File: src/rtl/ibex_pkg.sv
// Shared Ibex definitions used by the fetch path.
package ibex_pkg;

  localparam int unsigned FetchFifoDepth = 3;

  typedef struct packed {
    logic [31:0] rdata;
    logic        err;
  } fetch_entry_t;

endpackage

File: src/rtl/ibex_fetch_align_fifo.sv
// Fetch buffer: stores fetched words and presents one realigned (possibly
// compressed or word-straddling) instruction per handshake, with its PC.
module ibex_fetch_align_fifo
  import ibex_pkg::*;
#(
  parameter int unsigned Depth    = FetchFifoDepth,
  parameter bit          ResetAll = 1'b0
) (
  input  logic        clk_i,
  input  logic        rst_ni,
  input  logic        clear_i,
  input  logic [31:0] clear_addr_i,
  input  logic        in_valid_i,
  input  logic [31:0] in_rdata_i,
  input  logic        in_err_i,
  output logic        in_ready_o,
  output logic        out_valid_o,
  input  logic        out_ready_i,
  output logic [31:0] out_rdata_o,
  output logic [31:0] out_addr_o,
  output logic        out_err_o,
  output logic        out_err_plus2_o,
  output logic        busy_o
);

  localparam int unsigned PtrW = (Depth > 1) ? $clog2(Depth) : 1;
  localparam int unsigned CntW = $clog2(Depth + 1);
  localparam logic [CntW-1:0] DepthCnt = CntW'(Depth);

  logic [31:0]     rdata_q [Depth];
  logic            err_q   [Depth];
  logic [PtrW-1:0] rd_ptr_q, wr_ptr_q, rd_ptr_p1;
  logic [CntW-1:0] count_q;
  logic [31:0]     addr_q;

  fetch_entry_t w0;
  logic [15:0]  w1_lo;
  logic         w1_err;
  logic         has1, has2, unaligned, lo_comp, hi_comp;
  logic         push, pop, accept, pop_on_accept;
  logic [31:0]  addr_incr;
  logic         unused_clear_addr_lsb;

  function automatic logic [PtrW-1:0] ptr_inc(input logic [PtrW-1:0] p);
    return (p == PtrW'(Depth - 1)) ? '0 : p + 1'b1;
  endfunction

  function automatic logic is_compressed(input logic [15:0] h);
    return h[1:0] != 2'b11;
  endfunction

  assign unused_clear_addr_lsb = clear_addr_i[0];

  assign rd_ptr_p1 = ptr_inc(rd_ptr_q);
  assign w0        = '{rdata: rdata_q[rd_ptr_q], err: err_q[rd_ptr_q]};
  assign w1_lo     = rdata_q[rd_ptr_p1][15:0];
  assign w1_err    = err_q[rd_ptr_p1];

  assign has1      = count_q != '0;
  assign has2      = count_q >= CntW'(2);
  assign unaligned = addr_q[1];
  assign lo_comp   = is_compressed(w0.rdata[15:0]);
  assign hi_comp   = is_compressed(w0.rdata[31:16]);

  always_comb begin
    out_valid_o     = has1;
    out_rdata_o     = w0.rdata;
    addr_incr       = 32'd4;
    pop_on_accept   = 1'b1;
    out_err_plus2_o = 1'b0;
    if (!unaligned) begin
      if (lo_comp) begin
        addr_incr     = 32'd2;
        pop_on_accept = 1'b0;
      end
    end else if (hi_comp) begin
      out_rdata_o = {16'h0000, w0.rdata[31:16]};
      addr_incr   = 32'd2;
    end else begin
      out_valid_o     = has2 | (has1 & w0.err);
      out_err_plus2_o = has2 & !w0.err & w1_err;
      // An errored first half may be presented before w1 arrives; leaving
      // w1 out of the data keeps it stable if w1 is pushed while stalled.
      out_rdata_o = w0.err ? {16'h0000, w0.rdata[31:16]}
                           : {w1_lo, w0.rdata[31:16]};
    end
  end

  assign out_err_o  = (has1 & w0.err) | (unaligned & !hi_comp & has2 & w1_err);
  assign out_addr_o = addr_q;
  assign in_ready_o = count_q < DepthCnt;
  assign busy_o     = has1;

  assign push   = in_valid_i & in_ready_o & !clear_i;
  assign accept = out_valid_o & out_ready_i & !clear_i;
  assign pop    = accept & pop_on_accept;

  always_ff @(posedge clk_i or negedge rst_ni) begin
    if (!rst_ni) begin
      rd_ptr_q <= '0;
      wr_ptr_q <= '0;
      count_q  <= '0;
      addr_q   <= '0;
    end else if (clear_i) begin
      rd_ptr_q <= '0;
      wr_ptr_q <= '0;
      count_q  <= '0;
      addr_q   <= {clear_addr_i[31:1], 1'b0};
    end else begin
      if (push) wr_ptr_q <= ptr_inc(wr_ptr_q);
      if (pop)  rd_ptr_q <= rd_ptr_p1;
      if (push && !pop)      count_q <= count_q + 1'b1;
      else if (!push && pop) count_q <= count_q - 1'b1;
      if (accept) addr_q <= addr_q + addr_incr;
    end
  end

  always_ff @(posedge clk_i or negedge rst_ni) begin
    if (!rst_ni) begin
      for (int unsigned i = 0; i < Depth; i++) err_q[i] <= 1'b0;
    end else if (push) begin
      err_q[wr_ptr_q] <= in_err_i;
    end
  end

  if (ResetAll) begin : g_rdata_rst
    always_ff @(posedge clk_i or negedge rst_ni) begin
      if (!rst_ni) begin
        for (int unsigned i = 0; i < Depth; i++) rdata_q[i] <= '0;
      end else if (push) begin
        rdata_q[wr_ptr_q] <= in_rdata_i;
      end
    end
  end else begin : g_rdata_norst
    always_ff @(posedge clk_i) begin
      if (push) rdata_q[wr_ptr_q] <= in_rdata_i;
    end
  end

  push_while_full: assert property (@(posedge clk_i) disable iff (!rst_ni)
    (in_valid_i && !clear_i) |-> in_ready_o);

endmodule

File: config.mk
export PLATFORM = sky130hd
export DESIGN_NAME = ibex_fetch_align_fifo
export DESIGN_NICKNAME = d
export VERILOG_FILES = /design/src/rtl/ibex_pkg.sv /design/src/rtl/ibex_fetch_align_fifo.sv
export SDC_FILE = /design/constraint.sdc
export NUM_CORES = 1
export LEC_CHECK = 0
export ABC_AREA = 1
export BUFFER_PORTS_ARGS = -buffer_cell sky130_fd_sc_hd__buf_2
export CORE_MARGIN = 2
export CORE_UTILIZATION = 50
export DETAILED_ROUTE_END_ITERATION = 10
export PLACE_DENSITY = 0.76
export RECOVER_POWER = 50
export SYNTH_ARGS = -nofsm -noshare
export SYNTH_HDL_FRONTEND = slang
export SYNTH_SLANG_ARGS = --single-unit
File: constraint.sdc
create_clock -name clk_i -period 3.29 [get_ports clk_i]
set_input_delay 0.329 -clock clk_i [delete_from_list [all_inputs] [get_ports clk_i]]
set_output_delay 0.329 -clock clk_i [all_outputs]
set_load 0.05 [all_outputs]
### After elaboration in Yosys (flattened, before gate mapping)

Memories as Yosys holds them, arrays and structs flattened.
Cells that the tools add are included.

| word-level totals | value |
|---|---|
| bits in registers | 41 |
| latch bits | 0 |
| memory bits (writable) | 96 |
| bits in read-only memories | 0 |
| logic and storage cells | 86 |
| memories | 1 |

Memories:

| name | depth | width | read ports | clocked after Yosys merged registers in | wr ports | RTL line | source |
|---|---|---|---|---|---|---|---|
| rdata_q | 3 | 32 | 2 | 0 | 1 | ibex_fetch_align_fifo.sv:30 | `logic [31:0] rdata_q [Depth];` |

| operators by class | value |
|---|---|
| add/sub/neg operators | 5 |
| multiply operators | 0 |
| divide/modulo/power cells | 0 |
| order comparisons | 6 |
| equal/unequal tests | 4 |
| shifts and indexed selects | 0 |
| mux-type cells | 34 |
| bitwise logic cells | 16 |
| reduce and logical (&&, ||, !) cells | 13 |

Operators by type and width:

| cell | number |
|---|---|
| 2-to-1 mux 32 bit | 6 |
| adder 32 bit | 1 |
| 2-to-1 mux 2 bit | 9 |
| 2-to-1 mux 1 bit | 13 |
| bitwise AND 1 bit | 11 |
| >= comparator 3 bit (second input constant) | 3 |
| inverter 2 -> 3 bit | 3 |
| nonzero test 2 bit | 4 |
| adder 2 x 1 -> 2 bit (second input constant) | 3 |
| 2-to-1 mux 3 bit | 2 |
| zero test 1 bit | 5 |
| binary-select mux 1 bit (select 2 bit) | 2 |
| equality test 2 bit (second input constant) | 2 |
| inequality test 2 bit (second input constant) | 2 |
| bitwise mux 3 bit | 1 |
| logical AND 1 bit | 3 |
| < comparator 3 x 1 -> 1 bit (second input constant) | 1 |
| nonzero test 3 bit | 1 |
| demux 1 bit (select 2 bit) | 1 |
| >= comparator 2 bit (second input constant) | 1 |
| < comparator 2 bit (second input constant) | 1 |
| bitwise OR 1 bit | 2 |
| subtractor 2 x 1 -> 2 bit (second input constant) | 1 |

### Longest topological paths before layout

| logic depth | value |
|---|---|
| depth after elaboration | 15 |
| depth in mapped cells | 18 |
| mapped depth without buffers | 17 |

### Worst setup path after synthesis

No wires, ideal clock.

| path | value |
|---|---|
| path kind | reg2reg |
| start | register count_q[0] |
| end | memory rdata_q[0][0] (enable) |
| setup time | 0.467 ns |
| data arrival time | 3.472 ns |
| required time | 2.823 ns |
| path slack | -0.648 ns |
| stages on the path, launching flop included | 6 |
| buffers on the path | 0 |
| path through | dfrtp_1 -> nand2_1 -> nand2_1 -> nor2_1 -> inv_1 -> nor3_1 |

| on the way | value |
|---|---|
| word-level cells in the longest chain between the ends | 5 |

Ends and longest elaborated chain:

| what | RTL line | source |
|---|---|---|
| start, declared | ibex_fetch_align_fifo.sv:33 | `logic [CntW-1:0] count_q;` |
| start signal, assigned | ibex_fetch_align_fifo.sv:112 | `if (push && !pop) count_q <= count_q + 1'b1;` |
| start signal, assigned | ibex_fetch_align_fifo.sv:113 | `else if (!push && pop) count_q <= count_q - 1'b1;` |
| < comparator 2 bit | ibex_fetch_align_fifo.sv:91 | `assign in_ready_o = count_q < DepthCnt;` |
| via in_ready_o | ibex_fetch_align_fifo.sv:16 | `output logic in_ready_o,` |
| bitwise AND 1 bit (2 in series) | ibex_fetch_align_fifo.sv:94 | `assign push = in_valid_i & in_ready_o & !clear_i;` |
| 2-to-1 mux 1 bit | ibex_fetch_align_fifo.sv:136 | `if (push) rdata_q[wr_ptr_q] <= in_rdata_i;` |
| 2-to-1 mux 1 bit (not written as such) | ibex_fetch_align_fifo.sv:136 |  |
| end, declared | ibex_fetch_align_fifo.sv:30 |  |

The timed path passes the listed nets, and every way through them passes these cells.

### Final worst setup path

| path | value |
|---|---|
| start | register rd_ptr_q[1] |
| end | output port out_rdata_o[18] |

| on the way | value |
|---|---|
| word-level cells in the longest chain between the ends | 7 |
| elaborated cells between the ends (all ways) | 12 |
| classes of those cells | add/sub (1); eq/ne (2); mux (7); bitwise (1); memory (1) |

Ends and longest elaborated chain:

| what | RTL line | source |
|---|---|---|
| start, declared | ibex_fetch_align_fifo.sv:32 | `logic [PtrW-1:0] rd_ptr_q, wr_ptr_q, rd_ptr_p1;` |
| start signal, assigned | ibex_fetch_align_fifo.sv:111 | `if (pop) rd_ptr_q <= rd_ptr_p1;` |
| parallel branches: the longest is 6 deep, another holds memory (3 x 32 bit) | - |  |
| 2-to-1 mux 32 bit (*) | ibex_fetch_align_fifo.sv:71 | `if (!unaligned) begin` |
| end, declared | ibex_fetch_align_fifo.sv:19 | `output logic [31:0] out_rdata_o,` |

Mark *: on every way between the ends. The select of a mux whose other input is x is not followed.

==> results.json <==
{
  "holdBufCountCts": 0,
  "leakage_uw": 0.00346,
  "syn-mean-instance-area_um2": 9.50,
  "cp.depth": 9,
  "hold_viol_final": 0,
  "final-max-slew-violation-count": 41,
  "dieArea_um2": 15000,
  "synth_top_area_share": 0.411,
  "path_delay_family": "buffers and inverters",
  "grtUsageTotal": 0.256,
  "crit_path_max_incr_delay_ps": 540,
  "path_max_fanout": 32,
  "setup_viol": 0,
  "drt-total-wl_um": 18800,
  "ys_seq_area_frac": 0.554,
  "layout_worst_path_cycle_share": 0.947,
  "grt_pass1_wl_um": 29000,
  "worst_slack_ps": 175,
  "die_x_um": 122,
  "synth_edf_count": 96,
  "rsz0062_at_grt": "no",
  "drv_cap": 1,
  "antenna_cells": 0,
  "violations": "capacitance limit, slew limit",
  "fin_nets": 942,
  "critPathLaunchType": "flop",
  "critical_path_arrival_ps": 2790,
  "synthFlopType": "edfxtp_1",
  "drc": 0,
  "grt_start_max_net_pins": 48,
  "num_rows": 43,
  "pin_count": 139,
  "synth-seq-cells": 136,
  "r2r_cells": 17,
  "clk_pin_slew_ps": 60,
  "grt_overflow_total": 0,
  "dp_hpwl_um": 12300,
  "drive_gt1_frac": 0.180,
  "ys_warn_count": 0,
  "synth.cell_area_um2": 7010,
  "first_pass_iters": 5,
  "place.gp.congestion": 0.887,
  "layout.cells.non_filler": 1063,
  "required_ps": 2960,
  "cts_tree": "yes",
  "cts.htree.levels": 4,
  "ant_nets": 0,
  "tightest_slew_ps": 2220,
  "path_buf_inv": 4,
  "clk_path_buf_depth": 2,
  "drtIter0Drc": 713,
  "grt_pass1_vias": 5666,
  "synth_top_cell_by_area": "edfxtp_1",
  "cp_common_cell": "buf_4",
  "hold_depth": 3,
  "slew_headroom": -0.478,
  "die_h_um": 122,
  "power-per-cell-area_nw_per_um2": 993,
  "dp_cells": 1028,
  "max-vdd-ir-drop_v": 0.00109,
  "cp_cell_sequence": "buf_4, nand2_1, nand3_1, nand2_2, clkinvlp_4, buf_4, o21ai_0, o22ai_1, buf_2",
  "clock_latency_ps": 430,
  "start_util": 0.509,
  "stdcell_area_um2": 8370,
  "period_needed_ps": 3120,
  "ys_types": 54,
  "hold_path.class": "in -> reg",
  "cts_buffers": 17,
  "antenna_found_initial": 1,
  "yosysMostFrequentCell": "nand2_1",
  "port_buffers": 136,
  "fin_setup_tns_ps": 0,
  "synthArstFlopShare": 0.294,
  "postLayoutCoreUtil": 0.608,
  "yosys-top-cells-count": "nand2_1 (188), edfxtp_1 (96), inv_1 (62)",
  "max_clock_freq_mhz": 321,
  "placed_area_um2": 7810,
  "ys_top_cells_by_area": "edfxtp_1 (41%), dfrtp_1 (14%), nand2_1 (10%)",
  "syn_to_final_growth_pct": 19.4,
  "coreArea_um2": 13800,
  "post-place-ws_ps": 342,
  "worstSetupPathType": "reg -> out",
  "outcome": "finished with violations",
  "netlist_instances": 738,
  "synth_nets": 810,
  "fin_skew_ps": 11.4,
  "cts-root-buf": "clkbuf_16",
  "num_vias": 5996,
  "cts.sinks": 136,
  "endpoint_kind": "output pin",
  "wl_per_cell_um": 17.7,
  "crit_slowest_cell": "dfrtp_2",
  "vias_per_cell": 5.64
}
[repair_timing]
action,4_1_cts,5_1_grt
endpoints found under the setup margin,11,12
setup buffers,0,3
pin swaps,0,0
gates resized for setup,1,3
[cell usage in the layout, fill, tap and decap left out, types with 10 or more instances in the layout]
cell and n:
o22ai_1 10, buf_2 71, buf_4 10, clkbuf_16 17, a22oi_1 14, edfxtp_1 96, o21ai_0 36, xor2_1 16
nor2_1 53, inv_1 61, nor3_1 16, a221oi_1 11, nand3_1 38, a22o_1 14, clkbuf_1 65, nand2_1 187
nand4_1 12, a21oi_1 22, dfrtp_1 39
[flip-flops by register name, indices dropped and copies added (netlist names)]
register    count
rdata_q        96
wr_ptr_q        2
count_q         2
err_q           3
out_addr_o     31
rd_ptr_q        2
[worst register-to-register path: stages, from the launching register on]
cell and delay [ps]:
dfrtp_2 520, nor2_4 180, nand2_1 80, nand3_2 120
nand2_1 80, nand2_2 120, inv_1 80, nor2_1 190
fa_1 250, nand2_1 90, nor2_1 150, nand2_1 150
nor2_1 230, nand3_1 160, xor2_1 170, nand2_1 60
o21ai_0 80, a21oi_1 110
[area by class of cell]
cell class	count	area (um^2)
fillers	1192	5410
flip-flops and latches	136	3880
multi-input cells	499	2690
repair buffers	149	696
clock buffers	17	425
inverters	67	260
well taps	180	225
clock inverters	15	183
[routing by layer]
layer | wire, um | track usage
met5 | 13 | 0
met4 | 560 | 0.0941
met3 | 1520 | 0.0674
met2 | 9180 | 0.434
met1 | 7530 | 0.316
[metrics by stage]
stage / hold WS (ps) / power, uW
after global placement: 507 / 6230
after global routing: 119 / 8690
after CTS: 63.5 / 8270
after detailed placement: 512 / 6290
final: 126 / 8310
after floorplan: 33.4 / 5350
[where the power goes]
group	switching (uW)	internal (uW)	total [uW]
sequential	265	2060	2320
combinational	3080	951	4030
clock	807	1150	1960
total	4160	4150	8310
[final timing paths]
kind	slack (ps)	end	from
max	170	out_rdata_o[18]	rd_ptr_q[1]$_DFFE_PN0P_
min	130	out_addr_o[23]$_DFFE_PN0N_	clear_addr_i[23]
max reg2reg	400	out_addr_o[17]$_DFFE_PN0N_	rd_ptr_q[1]$_DFFE_PN0P_
min reg2reg	540	out_addr_o[14]$_DFFE_PN0N_	out_addr_o[14]$_DFFE_PN0N_
max in group asynchronous	1300	rd_ptr_q[1]$_DFFE_PN0P_	rst_ni
min in group asynchronous	560	out_addr_o[30]$_DFFE_PN0N_	rst_ni
[kinds of logic after synthesis]
family	count (synthesis)	synth area share
AOI/OAI and AO/OA	142	0.139
xor gates and xnor gates	20	0.0250
adders and majority gates	2	0.00464
buffers and inverters	103	0.0642
DFF	136	0.554
muxes	1	0.00143
other	1	0.000535
and+or+nand+nor	333	0.211
Power figures use the tool's default switching activity.
